## config.mk

```make
export PLATFORM = sky130hd
export DESIGN_NAME = mtm_alu_sequencer_flat
export DESIGN_NICKNAME = d
export VERILOG_FILES = /design/src/rtl/mtm_alu_pkg.sv /design/src/rtl/mtm_alu_sequencer_if.sv /design/src/rtl/mtm_alu_byte_collector.sv /design/src/rtl/mtm_alu_sequencer.sv /design/src/flat_wrapper.sv
export SDC_FILE = /design/constraint.sdc
export NUM_CORES = 1
export LEC_CHECK = 0
export ABC_AREA = 1
export ABC_CLOCK_PERIOD_IN_PS = 15500
export BUFFER_PORTS_ARGS = -buffer_cell sky130_fd_sc_hd__buf_2
export CELL_PAD_IN_SITES_DETAIL_PLACEMENT = 1
export CELL_PAD_IN_SITES_GLOBAL_PLACEMENT = 2
export CORE_UTILIZATION = 34
export CTS_CLUSTER_SIZE = 12
export DETAILED_ROUTE_END_ITERATION = 6
export PLACE_DENSITY_LB_ADDON = 0.12
export SLEW_MARGIN = 5
export SYNTH_ARGS = -nofsm -noshare
export SYNTH_HDL_FRONTEND = slang
export SYNTH_SLANG_ARGS = --single-unit
```

## constraint.sdc

```tcl
create_clock -name clk -period 15.5 [get_ports clk]
set_clock_uncertainty 0.05 [all_clocks]
set_input_delay 0 -clock clk [delete_from_list [all_inputs] [get_ports clk]]
set_output_delay 0 -clock clk [all_outputs]
set_load 0.05 [all_outputs]
```

## src/rtl/mtm_alu_pkg.sv

```systemverilog
// Shared types, opcode and error-bit constants, CRC helpers
// for the MTM ALU packet sequencer and its byte collector.
package mtm_alu_pkg;

  typedef enum logic [2:0] {
    S_IDLE,
    S_COLLECT,
    S_CHECK,
    S_EXEC,
    S_WAIT_ALU,
    S_SEND
  } state_t;

  localparam logic [2:0] OP_AND = 3'b000;
  localparam logic [2:0] OP_OR  = 3'b001;
  localparam logic [2:0] OP_ADD = 3'b100;
  localparam logic [2:0] OP_SUB = 3'b101;

  localparam logic [3:0] PKT_BYTES = 4'd8;

  localparam int ERR_D_HI = 6;
  localparam int ERR_C_HI = 5;
  localparam int ERR_O_HI = 4;
  localparam int ERR_D_LO = 3;
  localparam int ERR_C_LO = 2;
  localparam int ERR_O_LO = 1;

  // x^4+x+1, init 0, MSB first
  function automatic logic [3:0] crc4(
    input logic [67:0] d
  );
    logic [3:0] c;
    logic fb;
    c = '0;
    for (int i = 67; i >= 0; i--) begin
      fb = c[3] ^ d[i];
      c = {c[2:0], 1'b0} ^ {2'b00, fb, fb};
    end
    return c;
  endfunction

  // x^3+x+1, init 0, MSB first
  function automatic logic [2:0] crc3(
    input logic [36:0] d
  );
    logic [2:0] c;
    logic fb;
    c = '0;
    for (int i = 36; i >= 0; i--) begin
      fb = c[2] ^ d[i];
      c = {c[1:0], 1'b0} ^ {1'b0, fb, fb};
    end
    return c;
  endfunction

  function automatic logic op_ok(
    input logic [2:0] op
  );
    return (op == OP_AND) || (op == OP_OR) ||
           (op == OP_ADD) || (op == OP_SUB);
  endfunction

  // {1,D,C,O,D,C,O,P}; P makes bits 7:0 even
  function automatic logic [7:0] err_ctl(
    input logic d,
    input logic c,
    input logic o
  );
    logic [7:0] r;
    r = '0;
    r[7] = 1'b1;
    r[ERR_D_HI] = d;
    r[ERR_C_HI] = c;
    r[ERR_O_HI] = o;
    r[ERR_D_LO] = d;
    r[ERR_C_LO] = c;
    r[ERR_O_LO] = o;
    r[0] = ^r[7:1];
    return r;
  endfunction

endpackage

```

## src/rtl/mtm_alu_sequencer_if.sv

```systemverilog
// Response handshake toward the serializer.
// master: sequencer drives payload+valid; slave: serializer drives ready.
interface mtm_alu_sequencer_if;
  logic        res_vld;
  logic        res_rdy;
  logic        res_is_err;
  logic [31:0] res_c;
  logic [7:0]  res_ctl;

  modport master (
    output res_vld,
    output res_is_err,
    output res_c,
    output res_ctl,
    input  res_rdy
  );

  modport slave (
    input  res_vld,
    input  res_is_err,
    input  res_c,
    input  res_ctl,
    output res_rdy
  );
endinterface

```

## src/rtl/mtm_alu_byte_collector.sv

```systemverilog
// Data byte counter, B/A operand assembly and inter-byte timeout.
// Ports: en/active/clr from FSM; a/b/count/ovf/timeout back to it.
module mtm_alu_byte_collector
  import mtm_alu_pkg::*;
#(
  parameter int TIMEOUT_CYC = 1024
) (
  input  logic        clk,
  input  logic        rst,
  input  logic        en,
  input  logic        active,
  input  logic        clr,
  input  logic [7:0]  byte_in,
  input  logic        byte_is_ctl,
  input  logic        byte_vld,
  output logic [31:0] a,
  output logic [31:0] b,
  output logic [3:0]  count,
  output logic        ovf,
  output logic        timeout
);

  localparam int TW = $clog2(TIMEOUT_CYC + 1);
  localparam logic [TW-1:0] LAST = TW'(TIMEOUT_CYC - 1);

  logic [63:0]   shreg;
  logic [TW-1:0] idle;
  logic          data_vld;

  assign data_vld = en && byte_vld && !byte_is_ctl;
  assign timeout  = active && !byte_vld && (idle == LAST);

  // first byte lands in B[31:24], eighth in A[7:0]
  assign b = shreg[63:32];
  assign a = shreg[31:0];

  always_ff @(posedge clk or posedge rst) begin
    if (rst) begin
      shreg <= '0;
      count <= '0;
      ovf   <= 1'b0;
      idle  <= '0;
    end else if (clr || timeout) begin
      shreg <= '0;
      count <= '0;
      ovf   <= 1'b0;
      idle  <= '0;
    end else begin
      if (data_vld) begin
        if (count == PKT_BYTES) begin
          ovf <= 1'b1;
        end else begin
          shreg <= {shreg[55:0], byte_in};
          count <= count + 4'd1;
        end
      end
      if (!active || byte_vld) begin
        idle <= '0;
      end else begin
        idle <= idle + TW'(1);
      end
    end
  end

endmodule

```

## src/rtl/mtm_alu_sequencer.sv

```systemverilog
// Packet sequencer: collects operand bytes, checks CTL, runs ALU,
// returns result or error. Ports: byte stream, ALU bus, res handshake.
module mtm_alu_sequencer
  import mtm_alu_pkg::*;
#(
  parameter int TIMEOUT_CYC = 1024
) (
  input  logic        clk,
  input  logic        rst,
  input  logic [7:0]  byte_in,
  input  logic        byte_is_ctl,
  input  logic        byte_vld,
  output logic [31:0] alu_a,
  output logic [31:0] alu_b,
  output logic [2:0]  alu_op,
  output logic        alu_start,
  input  logic        alu_done,
  input  logic [31:0] alu_c,
  input  logic [3:0]  alu_flags,
  mtm_alu_sequencer_if.master res
);

  state_t     state;
  state_t     state_nx;
  logic [6:0] ctl_q;
  logic [3:0] count;
  logic       ovf;
  logic       timeout;
  logic       en;
  logic       active;
  logic       clr;
  logic       ctl_vld;
  logic       err_d;
  logic       err_c;
  logic       err_o;
  logic       err;

  assign en      = (state == S_IDLE) || (state == S_COLLECT);
  assign active  = (state == S_COLLECT);
  assign ctl_vld = en && byte_vld && byte_is_ctl;
  assign clr     = (state == S_SEND) && res.res_rdy;
  assign alu_op  = ctl_q[6:4];

  assign err_d = ovf || (count != PKT_BYTES);
  assign err_c = ctl_q[3:0] !=
                 crc4({alu_b, alu_a, 1'b1, ctl_q[6:4]});
  assign err_o = !op_ok(ctl_q[6:4]);
  assign err   = err_d || err_c || err_o;

  mtm_alu_byte_collector #(
    .TIMEOUT_CYC(TIMEOUT_CYC)
  ) u_col (
    .clk        (clk),
    .rst        (rst),
    .en         (en),
    .active     (active),
    .clr        (clr),
    .byte_in    (byte_in),
    .byte_is_ctl(byte_is_ctl),
    .byte_vld   (byte_vld),
    .a          (alu_a),
    .b          (alu_b),
    .count      (count),
    .ovf        (ovf),
    .timeout    (timeout)
  );

  always_ff @(posedge clk or posedge rst) begin
    if (rst) begin
      state <= S_IDLE;
    end else begin
      state <= state_nx;
    end
  end

  always_comb begin
    state_nx    = state;
    alu_start   = 1'b0;
    res.res_vld = 1'b0;
    unique case (state)
      S_IDLE: begin
        // a lone CTL skips COLLECT so errors keep a 2-cycle latency
        if (ctl_vld) begin
          state_nx = S_CHECK;
        end else if (byte_vld) begin
          state_nx = S_COLLECT;
        end
      end
      S_COLLECT: begin
        if (timeout) begin
          state_nx = S_IDLE;
        end else if (ctl_vld) begin
          state_nx = S_CHECK;
        end
      end
      S_CHECK: begin
        state_nx = err ? S_SEND : S_EXEC;
      end
      S_EXEC: begin
        alu_start = 1'b1;
        state_nx  = S_WAIT_ALU;
      end
      S_WAIT_ALU: begin
        if (alu_done) begin
          state_nx = S_SEND;
        end
      end
      S_SEND: begin
        res.res_vld = 1'b1;
        if (res.res_rdy) begin
          state_nx = S_IDLE;
        end
      end
      default: begin
        state_nx = S_IDLE;
      end
    endcase
  end

  always_ff @(posedge clk or posedge rst) begin
    if (rst) begin
      ctl_q          <= '0;
      res.res_is_err <= 1'b0;
      res.res_c      <= '0;
      res.res_ctl    <= '0;
    end else begin
      if (ctl_vld) begin
        ctl_q <= byte_in[6:0];
      end
      if (state == S_CHECK && err) begin
        res.res_is_err <= 1'b1;
        res.res_c      <= '0;
        res.res_ctl    <= err_ctl(err_d,
                                  !err_d && err_c,
                                  !err_d && !err_c && err_o);
      end
      if (state == S_WAIT_ALU && alu_done) begin
        res.res_is_err <= 1'b0;
        res.res_c      <= alu_c;
        res.res_ctl    <= {1'b0, alu_flags,
                           crc3({alu_c, 1'b0, alu_flags})};
      end
    end
  end

endmodule

```

## src/flat_wrapper.sv

```systemverilog
// flat-port wrapper written by rule: the top's interface ports become plain ports
module mtm_alu_sequencer_flat import mtm_alu_pkg::*;
#(
  parameter int TIMEOUT_CYC = 1024
)
  (clk, rst, byte_in, byte_is_ctl, byte_vld, alu_a, alu_b, alu_op, alu_start, alu_done, alu_c, alu_flags, res_res_vld, res_res_is_err, res_res_c, res_res_ctl, res_res_rdy);
  mtm_alu_sequencer_if res_i ();
  input  logic clk;
  input  logic rst;
  input  logic [7:0] byte_in;
  input  logic byte_is_ctl;
  input  logic byte_vld;
  output logic [31:0] alu_a;
  output logic [31:0] alu_b;
  output logic [2:0] alu_op;
  output logic alu_start;
  input  logic alu_done;
  input  logic [31:0] alu_c;
  input  logic [3:0] alu_flags;
  output wire logic [$bits(res_i.res_vld)-1:0] res_res_vld;
  output wire logic [$bits(res_i.res_is_err)-1:0] res_res_is_err;
  output wire logic [$bits(res_i.res_c)-1:0] res_res_c;
  output wire logic [$bits(res_i.res_ctl)-1:0] res_res_ctl;
  input wire logic [$bits(res_i.res_rdy)-1:0] res_res_rdy;
  assign res_res_vld = res_i.res_vld;
  assign res_res_is_err = res_i.res_is_err;
  assign res_res_c = res_i.res_c;
  assign res_res_ctl = res_i.res_ctl;
  assign res_i.res_rdy = res_res_rdy;
  mtm_alu_sequencer #(.TIMEOUT_CYC(TIMEOUT_CYC)) u_core (.clk(clk), .rst(rst), .byte_in(byte_in), .byte_is_ctl(byte_is_ctl), .byte_vld(byte_vld), .alu_a(alu_a), .alu_b(alu_b), .alu_op(alu_op), .alu_start(alu_start), .alu_done(alu_done), .alu_c(alu_c), .alu_flags(alu_flags), .res(res_i));
endmodule
```

==> summary.md, run 1 <==
| Metric | Value |
|---|---|
| Status | `completed` |
| Area contributors post-synth | `dfrtp_1 (37%), nand2_1 (18%), nand3_1 (7.9%)` |
| Number of CTS-inserted buffers | `17` |
| Clock sinks | `130` |
| Hold WS | `0.198 ns` |
| Initial Utilization | `0.350` |
| Post-synth top cells | `nand2_1 (414), nand3_1 (139), dfrtp_1 (130), inv_1 (130), o22ai_1 (65)` |
| Root buf cell | `clkbuf_16` |
| Seq/Total Area, Yosys | `0.367` |
| Die height | `163 µm` |
| Area Overhead vs Synth | `24.3%` |
| Async set-reset flop share out of synthesis | `1.00` |
| Critical Path Start Type | `flip-flop` |
| Antenna violations before repair | `0` |
| Slew Limit Fails | `0` |
| Tot GR Track Use | `0.211` |
| Vias/cell | `4.82` |
| Placer Congestion | `0.792` |
| DRT Pass-1 Iters | `4` |
| Hold Vio Cnt, Final | `0` |
| Number of global-route vias before repair | `8829` |
| # nets final | `1475` |
| Fin crit share | `0.451` |
| Largest fanout on the critical path | `42` |
| Synth area leader | `dfrtp_1` |
| Reg2Reg Depth | `60` |
| I/O Buffers | `159` |
| Violation count after the first detailed-routing iteration | `278` |
| Max Cap Viol | `0` |
| Layer with the highest usage | `met2` |
| Most common cell on crit path | `nand2_1` |
| Area share of the largest cell type after synthesis | `0.367` |
| Fin area | `11000 µm²` |
| RSZ-0062 raised after global routing | `false` |
| Util after Layout | `0.434` |
| DR vias | `8510` |
| Tmin final | `6.98 ns` |
| Post-synth EDFFs | `0` |
| Mapped Area | `8850 µm²` |
| Crit. End Element | `flip-flop` |
| Layout cells sized above 1 | `0.249` |
| CTS tree | `done` |
| Final wirelength | `27.1 mm` |
| Syn nets | `1273` |
| Yosys Warn Count | `0` |
| Longest Clk Path Bufs | `2` |
| Die X | `163 µm` |
| Area after DPL | `9920 µm²` |
| Most common cell in the netlist | `nand2_1` |
| Io pins | `160` |
| Met3 Use GR | `0.0320` |
| First-pass GRT wire length | `44.8 mm` |
| Yosys reg bits | `130` |
| Worst stage delay on the critical path | `0.53 ns` |
| Post-CTS repair timing setup buffer count | `0` |
| Worst EP arrival | `7.25 ns` |
| H-Tree Depth | `4` |
| Clk slew on worst S/H paths | `0.07 ns` |
| Hold Path Class | `input port to asynchronous set/reset pin` |
| Worst EP required | `15.77 ns` |
| Met2 Resource Use GR | `0.351` |
| CORE AREA | `25300 µm²` |
| Setup TNS | `0 ns` |
| Largest net degree at the start of global routing | `68` |
| DRC Markers | `0` |
| Met1 capacity usage during global routing | `0.281` |
| Final setup fails | `0` |
| Antenna-violating nets left | `0` |
| Clock latency on the worst-skew pair | `0.42 ns` |
| N_diodes | `0` |
| Post-synth cell types | `39` |
| Post-DR wirelength/cell | `15.4 µm` |
| Critical path class | `flip-flop to flip-flop` |
| Slowest CP cell | `nand2_4` |
| Fmax | `0.143 GHz` |
| Die footprint | `26700 µm²` |
| Most used flip-flop cell after synthesis | `dfrtp_1` |
| Slew HR | `0.403` |
| Worst-Margin Slew | `0.895 ns` |
| Overflow after GRT | `0` |
| Post-DP HPWL | `20.1 mm` |
| Syn Inst Count | `1220` |
| Synthesized area per cell | `7.26 µm²` |
| FP Rows | `58` |
==> registers in the layout, indices dropped and copies added, names as in the netlist <==
signal / count
u_core.state: 3
u_core.u_col.idle: 11
u_core.u_col.ovf: 1
u_core.ctl_q: 7
u_core.u_col.count: 4
u_core.res.res_c: 32
u_core.res.res_ctl: 7
u_core.res.res_is_err: 1
u_core.u_col.shreg: 64
==> per-stage QoR <==
step,setup slack (ns),std cells
after floorplan,9.62,1220
after global placement,8.46,1684
after detailed placement,8.52,1684
after CTS,8.46,1765
after global routing,7.46,1765
final,8.52,1765
==> layout make-up <==
| class | instances | area (µm²) |
|---|---|---|
| fill | 3223 | 14300 |
| multi-input combinational | 905 | 4830 |
| sequential | 130 | 3250 |
| timing repair buffer | 213 | 1320 |
| inverter | 155 | 589 |
| clock buffer | 18 | 439 |
| tap | 330 | 413 |
| clock inverter | 14 | 155 |
==> critical path, delay by kind of cell (launching register included) <==
| kind | cells | cell delay [ns] |
|---|---|---|
| buf+inv | 3 | 0.26 |
| simple gates | 56 | 5.89 |
| flops | 1 | 0.45 |
| xor+xnor | 1 | 0.22 |
==> path summary, 6_finish.rpt <==
path | start | endpoint | slack, ns
max | u_core.u_col.shreg[62] | u_core.res.res_ctl[1] | 8.52
min | rst | u_core.u_col.shreg[38] | 0.20
max reg2reg | u_core.u_col.shreg[62] | u_core.res.res_ctl[1] | 8.52
min reg2reg | u_core.res.res_c[8] | u_core.res.res_c[8] | 0.45
max in group asynchronous | rst | u_core.res.res_c[24] | 13.85
min in group clk | alu_c[27] | u_core.res.res_c[27] | 0.28
==> timing repair <==
action,CTS,global route
hold buffers,49,0
endpoints found under the hold margin,118,0
resized for setup,0,0
==> layout by cell type (no fill, tap or decap), drive strengths merged <==
cell type,count
nor3,6
nand3b,4
dfrtp,130
clkinvlp,5
nor4,2
nand2,485
o21ai,15
clkbuf,18
a311oi,1
ha,3
nor2,41
a21o,1
clkinv,4
nand4,9
nand3,189
nor3b,1
dlygate4sd3,49
xor2,46
o22ai,65
or2,4
bufinv,2
xnor2,28
buf,164
a31oi,1
a21oi,4
inv,158
==> layer usage <==
layer	up-vias	share of wire
met2	130	0.47
li1	4298	-
met1	4052	0.48
met5	-	0
met4	0	0.018
met3	30	0.031
==> cells by family after synthesis <==
group / share of synthesized area
adders and majority gates: 0.00424
AOI/OAI and AO/OA: 0.0596
xor gates and xnor gates: 0.0775
DFF: 0.367
buffers and inverters: 0.0886
and+or+nand+nor: 0.403
Power of run 1 is not shown: default switching activity piles up to over one toggle a cycle in this logic, so the estimate is an artifact.
==> run 2, diff against run 1 <==
ABC_AREA = 0   (was 1)
ABC_CLOCK_PERIOD_IN_PS = 7000   (was 15500)
clock period = 7 ns   (was 15.5 ns; I/O delays follow)
==> run 2 against run 1 <==
Compared with the run above:
- global-route usage decreased by 0.80 points
- die area decreased by 17%
- synthesized area decreased by 17%
- sequential share of layout area increased by 5.1 points
- register-to-register slack got worse by 5.8 ns
- count of clock-buffer cells in the layout unchanged
- maximum frequency increased by 63%
- worst hold slack got worse by 0.17 ns
- largest cell class unchanged
- non-clock buffer count increased by 1
- routed wire length decreased by 21%
- utilization increased by 1.1 points
==> summary.md, run 2 <==
| Metric | Value |
|---|---|
| Clock latency on the worst-skew pair | `0.42 ns` |
| Die footprint | `22100 µm²` |
| Worst EP required | `7.22 ns` |
| Root buf cell | `clkbuf_16` |
| Most used flip-flop cell after synthesis | `dfrtp_1` |
| Largest fanout on the critical path | `37` |
| DRT Pass-1 Iters | `4` |
| Largest register FFs | `64` |
| Clk slew on worst S/H paths | `0.06 ns` |
| Area contributors post-synth | `dfrtp_1 (44%), xnor2_1 (14%), nand2_1 (8.5%)` |
| Fin area | `9390 µm²` |
| Longest Clk Path Bufs | `2` |
| Hold Vio Cnt, Final | `0` |
| Antenna-violating nets left | `0` |
| Antenna violations before repair | `0` |
| Post-synth top cells | `nand2_1 (166), dfrtp_1 (130), xnor2_1 (116), nor2_1 (95), a21oi_1 (70)` |
| Hold Path Class | `input port to flip-flop` |
| Tot GR Track Use | `0.203` |
| Violation count after the first detailed-routing iteration | `174` |
| Layout cells sized above 1 | `0.250` |
| Met2 Resource Use GR | `0.339` |
| CORE AREA | `21100 µm²` |
| Synth area leader | `dfrtp_1` |
| Vias/cell | `4.76` |
| H-Tree Depth | `4` |
| Number of CTS-inserted buffers | `17` |
| Synth Area in Adders | `0.00512` |
| Syn nets | `813` |
| Tmin final | `4.28 ns` |
| Post-synth cell types | `42` |
| N_diodes | `0` |
| Async set-reset flop share out of synthesis | `1.00` |
| Fmax | `0.233 GHz` |
| FP Rows | `53` |
| Area share of the largest cell type after synthesis | `0.444` |
| Post-synthesis compound-gate area fraction | `0.0669` |
| Main combinational cell family by area after synthesis | `XOR/XNOR gates` |
| Post-DR wirelength/cell | `17.4 µm` |
| Number of global-route vias before repair | `6326` |
| Initial Utilization | `0.348` |
| Worst-Margin Slew | `0.917 ns` |
| Max Cap Viol | `0` |
| Syn Inst Count | `760` |
| Fin crit share | `0.612` |
| I/O Buffers | `159` |
| Resized cells post-CTS | `0` |
| Slew HR | `0.389` |
| Crit. End Element | `flip-flop` |
| Setup TNS | `0 ns` |
| Commonest non-fill, non-tap cell in the layout | `nand2_1` |
| Worst stage delay on the critical path | `0.50 ns` |
| First-pass GRT wire length | `34.7 mm` |
| Die height | `149 µm` |
| Critical Path Start Type | `flip-flop` |
| DRC Markers | `0` |
| Io pins | `160` |
| Area after DPL | `8350 µm²` |
| Util after Layout | `0.445` |
| Seq/Total Area, Yosys | `0.444` |
| CTS tree | `done` |
| Synth Area in XOR/XNOR | `0.247` |
| # nets final | `1004` |
| RSZ-0062 raised after global routing | `false` |
| Clock sinks | `130` |
| Slowest CP cell | `buf_4` |
| Most frequent cells in the layout | `nand2_1 (164), buf_2 (159), dfrtp_1 (130)` |
| Most common cell on crit path | `xnor3_1` |
| Area Overhead vs Synth | `28.1%` |
| Top Registers | `u_core.u_col.shreg (64), u_core.res.res_c (32), u_core.u_col.idle (11)` |
| Met3 Use GR | `0.0434` |
| Mapped Area | `7330 µm²` |
| Slew Limit Fails | `0` |
| Post-synth EDFFs | `0` |
| Layer with the highest usage | `met2` |
| Worst EP arrival | `4.50 ns` |
| Overflow after GRT | `0` |
| Most common cell in the netlist | `nand2_1` |
| Final setup fails | `0` |
| Critical path class | `flip-flop to flip-flop` |
| Placer Congestion | `0.777` |
| Synth Area in Simple Gates | `0.199` |
| Met1 capacity usage during global routing | `0.267` |
| Final wirelength | `21.5 mm` |
| Status | `completed` |
| Most flops, register | `u_core.u_col.shreg` |
| Synthesized area per cell | `9.64 µm²` |
| Post-DP HPWL | `14.8 mm` |
| CP cell instances | `xnor3_1, xnor3_1, xnor3_1, xnor3_1, xnor3_1, xor3_1, and2_1, mux2i_4, nor2_4, a21boi_4, buf_4, nor3_1` |
| Yosys reg bits | `130` |
| DR vias | `5897` |
| Largest net degree at the start of global routing | `70` |
| Mux share of post-synthesis cell area | `0.00751` |
| Yosys Warn Count | `0` |
| Die X | `149 µm` |
[run 2: cell types whose count changed in the layout (fill, tap and decap cells not counted), sizes merged, moves of 7 or more]
cell   delta
nand2   -319
nand3   -182
inv     -148
xnor2    +89
a21oi    +66
o22ai    -64
nor2     +55
nor3     +29
xnor3    +23
xor2     -21
o21ai    -15
nand4     -7
[run 2: kinds of logic (layout without fill, tap and decap cells)]
group | after synthesis | count (layout)
AND/OR/NAND/NOR | 320 | 320
XOR/XNOR | 166 | 166
flip-flops | 130 | 130
AO/OA/AOI/OAI | 87 | 87
buffers and inverters | 51 | 255
adder cells (fa/ha/maj) | 3 | 3
multiplexers | 3 | 3
[run 2: through the flow]
stage / worst slack (ns) / instances / hold WS (ns)
floorplan: 2.91 / 760 / 0.0554
detailed placement: 2.67 / 1160 / 0.168
finish: 2.72 / 1239 / 0.0237
global route: 2.44 / 1239 / 0.0669
global placement: 2.81 / 1160 / 0.157
CTS: 2.67 / 1239 / 0.0173
[run 2: final timing paths]
| path | depth (start not counted) | to | startpoint | slack, ns |
|---|---|---|---|---|
| max in group asynchronous | 4 | u_core.u_col.shreg[61] | rst | 5.25 |
| min in group asynchronous | 3 | u_core.u_col.idle[9] | rst | 0.22 |
| worst max register to register | 12 | u_core.res.res_c[6] | u_core.u_col.shreg[52] | 2.72 |
| worst max-delay path | 12 | u_core.res.res_c[6] | u_core.u_col.shreg[52] | 2.72 |
| worst min-delay path | 4 | u_core.u_col.ovf | byte_is_ctl | 0.02 |
| worst min register to register | 1 | u_core.res.res_ctl[0] | u_core.res.res_ctl[0] | 0.44 |
[run 2: routing by layer]
layer	wire, µm	part of all wire
met1	9840	0.46
met2	10600	0.49
met3	829	0.038
met4	231	0.011
met5	0	0
[run 2: final cells by class]
type,count,area [µm²]
multi-input cells,579,3860
clock inverters,14,140
fillers,2478,11700
repair buffers,214,1330
well taps,275,344
flip-flops and latches,130,3250
inverters,9,36.3
clock buffers,18,429
[run 2: worst max-delay path, delay by kind of cell, from the launching register on]
kind | cells | cell delay, ns
buffers and inverters | 1 | 0.50
muxes | 1 | 0.20
xor gates and xnor gates | 6 | 2.38
DFF | 1 | 0.44
AOI/OAI and AO/OA | 1 | 0.12
and+or+nand+nor | 3 | 0.43
[run 2: timing repair]
action,in CTS,in global routing
hold endpoints to repair,117,0
setup buffers,0,0
hold buffers,47,0
Power of run 2 is left out for the same reason.
==> run 3, diff against run 2 <==
ABC_CLOCK_PERIOD_IN_PS = 3600   (was 7000)
CORE_UTILIZATION = 30   (was 34)
clock period = 3.6 ns   (was 7 ns; I/O delays follow)
==> run 3 against run 2 <==
Compared with the run above:
- the run now ends with negative setup slack left
- utilization is 1.5 points lower
- worst setup slack worse by 2.8 ns
- count of clock-buffer cells in the layout unchanged
==> summary.md, run 3 (synthesized netlist as in run 2, its figures left out) <==
| Metric | Value |
|---|---|
| Status | `complete, but fails checks` |
| Violated checks | `negative setup slack` |
| Largest fanout on the critical path | `3` |
| DRT Pass-1 Iters | `4` |
| Clock sinks | `130` |
| Worst setup path end | `u_core.res.res_ctl[2]` |
| # nets final | `1058` |
| N_diodes | `0` |
| FP Rows | `56` |
| Die height | `158 µm` |
| Hold Path Class | `input port to flip-flop` |
| First-pass GRT wire length | `37.5 mm` |
| Die X | `158 µm` |
| Slew Limit Fails | `0` |
| Tmin final | `3.72 ns` |
| Number of CTS-inserted buffers | `17` |
| Antenna-violating nets left | `0` |
| Setup TNS | `-2.06 ns` |
| Met2 Resource Use GR | `0.337` |
| Die footprint | `25100 µm²` |
| Max Cap Viol | `0` |
| Final wirelength | `23.3 mm` |
| DR vias | `6123` |
| Root buf cell | `clkbuf_16` |
| Worst r2r src | `u_core.u_col.shreg[63]` |
| Clk slew on worst S/H paths | `0.06 ns` |
| Most flops, register | `u_core.u_col.shreg` |
| Number of global-route vias before repair | `6697` |
| I/O Buffers | `159` |
| Post-DR wirelength/cell | `17.4 µm` |
| Slew HR | `0.376` |
| Most frequent cells in the layout | `nand2_1 (163), buf_2 (159), dfrtp_1 (118)` |
| H-Tree Depth | `4` |
| RSZ-0062 raised after global routing | `true` |
| Vias/cell | `4.58` |
| Met3 Use GR | `0.0386` |
| Fin crit share | `1.03` |
| Clock latency on the worst-skew pair | `0.42 ns` |
| Antenna violations before repair | `0` |
| Layout cells sized above 1 | `0.328` |
| Layer with the highest usage | `met2` |
| Largest register FFs | `64` |
| CORE AREA | `23700 µm²` |
| Placer Congestion | `0.771` |
| Overflow after GRT | `0` |
| Critical Path Start Type | `flip-flop` |
| Worst R2R Setup Slack | `-0.12 ns` |
| Area Overhead vs Synth | `38.9%` |
| Commonest non-fill, non-tap cell in the layout | `nand2_1` |
| Tot GR Track Use | `0.197` |
| Fin area | `10200 µm²` |
| Worst-Margin Slew | `0.933 ns` |
| Reg2Reg Depth | `13` |
| Io pins | `160` |
| Largest net degree at the start of global routing | `131` |
| DRC Markers | `0` |
| Final worst slack | `-0.115 ns` |
| Util after Layout | `0.430` |
| Final setup fails | `41` |
| Crit. End Element | `flip-flop` |
| Critical Path Start | `u_core.u_col.shreg[63]` |
| Fmax | `0.269 GHz` |
| Top Registers | `u_core.u_col.shreg (64), u_core.res.res_c (32), u_core.u_col.idle (11)` |
| Longest Clk Path Bufs | `2` |
| Worst EP arrival | `3.94 ns` |
| Worst EP required | `3.83 ns` |
| Met1 capacity usage during global routing | `0.252` |
| Critical path class | `flip-flop to flip-flop` |
| Post-DP HPWL | `16.1 mm` |
| Initial Utilization | `0.309` |
| CTS tree | `done` |
| Violation count after the first detailed-routing iteration | `210` |
| Worst r2r dst | `u_core.res.res_ctl[2]` |
| Area after DPL | `8850 µm²` |
| Hold Vio Cnt, Final | `0` |
==> run 3: through the flow <==
| step | instances | setup slack, ns | hold WS (ns) |
|---|---|---|---|
| floorplan | 760 | -0.131 | 0.0554 |
| global placement | 1250 | -0.0477 | 0.177 |
| detailed placement | 1250 | -0.183 | 0.173 |
| CTS | 1335 | -0.0642 | 0.101 |
| global route | 1337 | -0.273 | 0.159 |
| finish | 1337 | -0.115 | 0.124 |
==> run 3: worst min-delay path by stage <==
stage | endpoint | from | slack [ns] | depth (start not counted)
6_report | u_core.state[0] | alu_done | 0.12 | 5
5_1_grt | u_core.state[0] | alu_done | 0.16 | 5
4_1_cts | u_core.state[0] | alu_done | 0.10 | 5
3_5_place_dp | u_core.ctl_q[3] | byte_in[3] | 0.17 | 3
3_3_place_gp | u_core.ctl_q[3] | byte_in[3] | 0.18 | 3
2_1_floorplan | u_core.ctl_q[0] | byte_in[0] | 0.06 | 2
==> run 3: worst max-delay path: stages (launching register included) <==
cell and delay (ns):
dfrtp_2 0.45, xnor3_1 0.42, xnor3_1 0.28, xnor2_2 0.22, xnor2_2 0.15, buf_4 0.17, xnor2_1 0.12, xnor3_2 0.52
xnor2_2 0.19, mux2i_4 0.21, buf_4 0.15, buf_6 0.11, o211ai_1 0.36, o311ai_2 0.17
==> run 3: per-layer routing <==
layer | vias to the layer above | routed length [µm]
li1 | 2931 | -
met1 | 3055 | 10400
met2 | 108 | 11800
met3 | 29 | 773
met4 | 0 | 310
met5 | - | 0
==> run 3: cell type report <==
cell class | count | area, µm²
Inverter | 9 | 37.5
Multi-Input combinational cell | 579 | 4090
Sequential cell | 130 | 3270
Tap cell | 319 | 399
Clock inverter | 14 | 93.8
Fill cell | 2764 | 13500
Clock buffer | 18 | 429
Timing Repair Buffer | 268 | 1870
==> run 3: what timing repair did <==
action	CTS	global route
setup endpoints to repair	39	42
setup buffers	4	2
hold endpoints to repair	187	0
hold buffers	48	0
gates resized for setup	10	28
pin swaps	6	16
gates cloned	1	1
Power of run 3 is left out for the same reason.
